===== src/rtl/timer_ctrl.sv =====
// Prescaled up-counter timer with a START/STOP/PAUSE/RESUME command handshake.
// It can run one-shot or periodic, and it raises a registered expire pulse on each terminal count.
module timer_ctrl #(
  parameter int COUNTER_WIDTH  = 8,
  parameter int PRESCALE_WIDTH = 4
) (
  input  logic                      clk,
  input  logic                      rst,
  input  logic                      cmd_valid,
  output logic                      cmd_ready,
  input  logic [1:0]                cmd_op,
  input  logic [COUNTER_WIDTH-1:0]  cmd_period,
  input  logic [PRESCALE_WIDTH-1:0] cmd_prescale,
  input  logic                      cmd_oneshot,
  output logic [COUNTER_WIDTH-1:0]  count,
  output logic                      expire,
  output logic                      busy,
  output logic                      done
);

  typedef enum logic [1:0] {
    S_IDLE  = 2'd0,
    S_LOAD  = 2'd1,
    S_RUN   = 2'd2,
    S_PAUSE = 2'd3
  } state_t;

  localparam logic [1:0] OP_START  = 2'b00;
  localparam logic [1:0] OP_STOP   = 2'b01;
  localparam logic [1:0] OP_PAUSE  = 2'b10;
  localparam logic [1:0] OP_RESUME = 2'b11;

  state_t                    r_state;
  logic [COUNTER_WIDTH-1:0]  r_count;
  logic [PRESCALE_WIDTH-1:0] r_presc;
  logic [COUNTER_WIDTH-1:0]  r_period;
  logic [PRESCALE_WIDTH-1:0] r_prescale;
  logic                      r_oneshot;
  logic                      r_expire;
  logic                      r_busy;
  logic                      r_done;

  state_t                    w_state_nxt;
  logic [COUNTER_WIDTH-1:0]  w_count_nxt;
  logic [PRESCALE_WIDTH-1:0] w_presc_nxt;
  logic [COUNTER_WIDTH-1:0]  w_period_nxt;
  logic [PRESCALE_WIDTH-1:0] w_prescale_nxt;
  logic                      w_oneshot_nxt;
  logic                      w_expire_nxt;
  logic                      w_done_nxt;
  logic                      w_ready;
  logic                      w_accept;
  logic                      w_tick;

  assign w_ready  = (r_state != S_LOAD);
  assign w_accept = cmd_valid && w_ready;
  assign w_tick   = (r_state == S_RUN) && (r_presc == r_prescale);

  assign cmd_ready = w_ready;
  assign count     = r_count;
  assign expire    = r_expire;
  assign busy      = r_busy;
  assign done      = r_done;

  // Next-state logic: an accepted START/STOP overrides the tick in that cycle.
  // expire is registered, so it reports the terminal tick taken at the preceding edge.
  always_comb begin
    w_state_nxt    = r_state;
    w_count_nxt    = r_count;
    w_presc_nxt    = r_presc;
    w_period_nxt   = r_period;
    w_prescale_nxt = r_prescale;
    w_oneshot_nxt  = r_oneshot;
    w_expire_nxt   = 1'b0;
    w_done_nxt     = r_done;
    if (w_accept && (cmd_op == OP_START)) begin
      w_state_nxt    = S_LOAD;
      w_period_nxt   = cmd_period;
      w_prescale_nxt = cmd_prescale;
      w_oneshot_nxt  = cmd_oneshot;
      w_count_nxt    = '0;
      w_presc_nxt    = '0;
      w_done_nxt     = 1'b0;
    end else if (w_accept && (cmd_op == OP_STOP)) begin
      w_state_nxt = S_IDLE;
      w_count_nxt = '0;
      w_presc_nxt = '0;
    end else begin
      case (r_state)
        S_IDLE: begin
          w_state_nxt = S_IDLE;
        end
        S_LOAD: begin
          w_state_nxt = S_RUN;
        end
        S_RUN: begin
          if (w_accept && (cmd_op == OP_PAUSE)) begin
            w_state_nxt = S_PAUSE;
          end else if (w_tick) begin
            w_presc_nxt = '0;
            if (r_count == r_period) begin
              w_expire_nxt = 1'b1;
              if (r_oneshot) begin
                w_state_nxt = S_IDLE;
                w_done_nxt  = 1'b1;
              end else begin
                w_count_nxt = '0;
              end
            end else begin
              w_count_nxt = r_count + 1'b1;
            end
          end else begin
            w_presc_nxt = r_presc + 1'b1;
          end
        end
        S_PAUSE: begin
          if (w_accept && (cmd_op == OP_RESUME)) begin
            w_state_nxt = S_RUN;
          end else begin
            w_state_nxt = S_PAUSE;
          end
        end
        default: begin
          w_state_nxt = S_IDLE;
        end
      endcase
    end
  end

  // State and output registers with synchronous reset.
  always_ff @(posedge clk) begin
    if (rst) begin
      r_state    <= S_IDLE;
      r_count    <= '0;
      r_presc    <= '0;
      r_period   <= '0;
      r_prescale <= '0;
      r_oneshot  <= 1'b0;
      r_expire   <= 1'b0;
      r_busy     <= 1'b0;
      r_done     <= 1'b0;
    end else begin
      r_state    <= w_state_nxt;
      r_count    <= w_count_nxt;
      r_presc    <= w_presc_nxt;
      r_period   <= w_period_nxt;
      r_prescale <= w_prescale_nxt;
      r_oneshot  <= w_oneshot_nxt;
      r_expire   <= w_expire_nxt;
      r_busy     <= (w_state_nxt != S_IDLE);
      r_done     <= w_done_nxt;
    end
  end

endmodule

===== config.mk =====
export PLATFORM = sky130hd
export DESIGN_NAME = timer_ctrl
export DESIGN_NICKNAME = d
export VERILOG_FILES = /design/src/rtl/timer_ctrl.sv
export SDC_FILE = /design/constraint.sdc
export NUM_CORES = 1
export LEC_CHECK = 0
export CAP_MARGIN = 20
export CORE_UTILIZATION = 45
export DETAILED_ROUTE_END_ITERATION = 12
export PLACE_DENSITY = 0.8
export SLEW_MARGIN = 0
export SYNTH_ARGS = -nofsm -noshare
export SYNTH_HDL_FRONTEND = slang
export SYNTH_SLANG_ARGS = --single-unit
export TNS_END_PERCENT = 5

===== constraint.sdc =====
create_clock -name clk -period 3.7 [get_ports clk]
set_input_delay 0.74 -clock clk [delete_from_list [all_inputs] [get_ports clk]]
set_output_delay 0.74 -clock clk [all_outputs]
set_load 0.02 [all_outputs]

After elaboration in Yosys (flattened, before gate mapping)
Cells that the tools add are included.
- register bits: 30
- input bits: 18
- output and inout port bits: 12
- add/sub/neg operators: 2
- equal/unequal tests: 10
- mux-type cells: 12
- bitwise operators: 4
- reduce and logical (&&, ||, !) cells: 15
- operators by type and width (operator ; count):
    $mux 8 ; 2
    $mux 2 ; 6
    $add 8x1->8 const B ; 1
    $eq 2x2->1 const B ; 4
    $eq 8x8->1 ; 1
    $pmux 2 s4 ; 1
    $logic_and 1x1->1 ; 6
    $reduce_and 6->1 ; 1
    $reduce_or 6->1 ; 1
    $add 4x1->4 const B ; 1
    $eq 2x1->1 const B ; 2
    $eq 4x4->1 ; 1
    $logic_not 2->1 ; 2
    $mux 4 ; 1
    $not 1->1 ; 4
    $reduce_and 4->1 ; 1
    $reduce_or 3->1 ; 1
    $mux 1 ; 2
    $ne 2x1->1 const B ; 1
    $ne 2x2->1 const B ; 1
    $reduce_and 2->1 ; 1
    $reduce_bool 2->1 ; 1
    $reduce_or 2->1 ; 1

Depth between registers and ports, before layout
- depth after elaboration: 8
- depth in mapped cells: 6
- depth with buffers taken out: 5

Worst setup path after synthesis
No wires, ideal clock.
- path kind: input -> register
- start point: input cmd_valid
- end point: register r_count[6], in the netlist count[6]
- arrival: 2.185 ns
- data required time: 3.630 ns
- setup slack: 1.445 ns
- stages: 5
- buffers on the path: 0
- path through: and3b_1 or2_4 a311o_1 or4_1 a21oi_1
- longest elaborated chain between the ends: 4
- elaborated cells on any way between the ends: 7
- RTL lines (what ; line ; text):
    start: declaration ; 9 ; input logic cmd_valid,
    $logic_and 1x1->1 (*) ; 56 ; assign w_accept = cmd_valid && w_ready;
    $logic_and 1x1->1 ; 97 ; if (w_accept && (cmd_op == OP_PAUSE)) begin
    $not 1->1 (no source line) ; n/a ;
    $reduce_and 4->1 (no source line) ; n/a ;
    end signal: assignment ; 144 ; r_count <= w_count_nxt;
    end: declaration ; 34 ; logic [COUNTER_WIDTH-1:0] r_count;
Every way passes the cells marked *; elsewhere a longest branch is shown, timed or not.
A chain may end at the register's enable or synchronous reset.

Final worst setup path
- start point: input cmd_op[0]
- end point: register r_count[4], in the netlist count[4]
- longest elaborated chain between the ends: 4
- elaborated cells on any way between the ends: 9
- RTL lines (what ; line ; text):
    start: declaration ; 11 ; input logic [1:0] cmd_op,
    $eq 2x2->1 ; 97 ;
    $logic_and 1x1->1 ; 97 ;
    $not 1->1 (no source line) ; n/a ;
    $reduce_and 4->1 (no source line) ; n/a ;
Parallel ways exist; a longest one is shown, timed or not.

==> qor.yml <==
grt_max_degree: 18
htreeDepth: 2
drt-met1-wl_mm: 1.30
rsz0062_at_grt: "false"
pwr-share-clk_pct: 37.2
fin_area_um2: 1770
finalSetupViolCount: 0
ys.flop_type: "dfxtp_1"
multi_input_area_um2: 738
drv_slew: 0
wl_met3_um: 194
regToRegStartpoint: "count[2]$_SDFFE_PP0P_"
tightest_slew_ns: 0.655
cp_top_family: "simple AND/OR/NAND/NOR gates"
fill_cells: 259
grt_overflow: 0
synth.avg_cell_area_um2: 9.21
status: "complete, but fails checks"
maxCapViolations: 0
dieArea_um2: 3250
start_util_pct: 48.6
critPathArrivalTime_ns: 2.71
hpwlAfterDp_mm: 2.19
wl_per_cell_um: 13.6
reg2reg_setup_slack_ns: 1.58
grt_pass1_wl_mm: 4.85
ant_nets: 0
internal_power_w: 0.000491
seqCellArea_um2: 601
pin_count: 30
hold_viol_final: 0
num_rows: 19
finalCriticalPeriod_ns: 2.52
reg2reg_to: "count[4]$_SDFFE_PP0P_"
p_per_area_nw_per_um2: 357
drive_gt1_share_pct: 7.10
synthesis.area_um2: 1360
path_clk_slew_ns: 0.09
slowest_stage: "o31ai_1"
via_per_inst: 5.47
root_buffer: "clkbuf_4"
drtPass1Iterations: 8
clkLatencyLatePin_ns: 0.33
crit_path_start_kind: "primary input"
post-route-period-util_pct: 68.1
fin_ws_ns: 1.18
die_h_um: 57.0
finalNetCount: 202
end_kind: "flip-flop"
drcViolationCount: 2
crit_chain: "clkdlybuf4s50_1, and3b_1, or2_4, or2_2, o31ai_1, a21oi_1"
synthToLayoutAreaGrowth_pct: 29.6
slew_headroom_pct: 56.0
dr_total_vias: 1171
core_region_area_um2: 2810
yosys.cell_types.count: 36
switchingPower_w: 0.000139
dp_slack_ns: 0.832
crit_buf_inv: 1
critPathMaxStageDelay_ns: 0.56
synth-seq-cells: 30
drtIter0Drc: 48
die_width_um: 57.0
swShare_pct: 22.1
n_antenna_cell: 0
worstHoldStart: "r_period[6]$_SDFFE_PP0P_"
place_congestion: 0.847
yosysWarningCount: 0
hp-class: "reg -> reg"
ys_async_sr_fraction_pct: 0
cts_hold_buf: 0
synth_nets: 168
cts_tree: "built"
critPathKind: "in -> reg"
numCtsBuffers: 5
final_util_pct: 62.9
met2_wirelength_mm: 1.38
hold_end: "r_period[6]$_SDFFE_PP0P_"
required_ns: 3.89
port_buffers: 29
tns_ns: 0
antenna_found_initial: 0
clockBufferDepth: 2
ys_seq_area_share_pct: 44.1
path_max_fanout: 6
synth-edff-count: 0
power_frac_comb_pct: 9.9
routed_wl_mm: 2.92
max_freq_ghz: 0.397
rr_worst_depth: 5
grt_usage_pct: 19.6
fin_skew_ns: 0.00500
clock_sinks: 30
top_layer_used: "met4"
ctsResizeCount: 0
holdPathStages: 2
pwr-share-seq_pct: 53.0
postCtsSetupRepairBufs: 0
dpl-instance-area_um2: 1690
grt_pass1_vias: 1136
violations: "design-rule violations"
ir_drop_mv: 0.243
p_leak_nw: 0.669
synthCells: 148
==> flip-flops by register name, summed over array words and instances, names as in the netlist <==
name        cells
count           8
r_period        8
r_presc         4
r_prescale      4
r_state         2
busy            1
done            1
expire          1
r_oneshot       1
==> worst max-delay path by stage <==
stage                     cells after the start      start                    end  slack (ns)
after detailed placement                      6  cmd_op[0]  count[4]$_SDFFE_PP0P_        0.83
final                                         6  cmd_op[0]  count[4]$_SDFFE_PP0P_        1.18
after global placement                        6  cmd_op[0]  count[6]$_SDFFE_PP0P_        0.89
after global routing                          6  cmd_op[0]  count[7]$_SDFFE_PP0P_        1.02
after CTS                                     6  cmd_op[0]  count[5]$_SDFFE_PP0P_        1.19
after floorplan                               5  cmd_valid  count[6]$_SDFFE_PP0P_        1.44
==> cell usage after synthesis (2+ instances only) <==
| library cell | number | share of area, % |
|---|---|---|
| mux2i_1 | 13 | 9.5 |
| nor2b_1 | 2 | 0.92 |
| inv_1 | 3 | 0.83 |
| nor4_1 | 3 | 1.4 |
| o31ai_1 | 3 | 1.7 |
| xor2_1 | 9 | 5.8 |
| dfxtp_1 | 30 | 44 |
| nor3_1 | 2 | 0.73 |
| nand4_1 | 3 | 1.4 |
| xnor2_1 | 6 | 3.9 |
| o21ai_0 | 4 | 1.5 |
| ha_1 | 2 | 1.8 |
| a31o_2 | 2 | 1.3 |
| nand2_1 | 6 | 1.7 |
| a21oi_1 | 9 | 3.3 |
| nand3_1 | 4 | 1.5 |
| clkbuf_1 | 2 | 0.55 |
| nor2_1 | 24 | 6.6 |
| nand2b_1 | 3 | 1.4 |
| nand3b_1 | 2 | 1.1 |
==> routing by layer <==
| metal | global-route usage (%) | vias up |
|---|---|---|
| met4 | 6.27 | 0 |
| met5 | 0 | - |
| met2 | 32.9 | 30 |
| met1 | 22.9 | 536 |
| li1 | - | 600 |
| met3 | 7.94 | 5 |
==> placed cells by master (no fill, tap or decap), types with 3 or more instances in the layout <==
cell type	instances
nand3_1	4
a21oi_1	9
inv_1	3
nand4_1	3
clkdlybuf4s50_1	29
xnor2_1	6
dfxtp_1	30
o31ai_1	3
nor2_1	24
xor2_1	9
nor4_1	3
nand2_1	6
clkbuf_8	3
clkbuf_4	5
nand2b_1	3
mux2i_1	13
o21ai_0	4
==> area by class of cell <==
class                   instances  share of cell area [%]
inverters                       3                   0.638
well taps                      31                    2.20
flip-flops and latches         30                    34.0
repair buffers                 30                    16.9
multi-input cells             112                    41.8
clock buffers                   8                    4.46
==> cell families after synthesis <==
kind of cell / share of synthesized area (%)
xor gates and xnor gates: 9.64
buffers and inverters: 1.74
DFF: 44.1
adders and majority gates: 1.84
and+or+nand+nor: 21.8
AOI/OAI and AO/OA: 11.4
muxes: 9.55
==> power groups by stage <==
stage / registers [W] / clock network (W) / logic, W
2_1_floorplan: 0.000341 / 0 / 0.0000331
3_3_place_gp: 0.000341 / 0 / 0.0000606
3_5_place_dp: 0.000342 / 0 / 0.0000616
4_1_cts: 0.000334 / 0.000241 / 0.0000622
5_1_grt: 0.000335 / 0.000257 / 0.0000683
6_report: 0.000334 / 0.000234 / 0.0000621
==> tightest hold or removal path: stages (launching register included) <==
cell,delay (ns)
dfxtp_1,0.35
mux2i_1,0.07
nor2_1,0.07
==> metrics by stage <==
| step | instances | power [W] | hold WS (ns) |
|---|---|---|---|
| global placement | 206 | 0.000402 | 0.491 |
| finish | 214 | 0.000630 | 0.522 |
| CTS | 214 | 0.000637 | 0.529 |
| global route | 214 | 0.000660 | 0.551 |
| detailed placement | 206 | 0.000403 | 0.507 |
| floorplan | 148 | 0.000374 | 0.473 |
(Power assumes the default switching activity.)
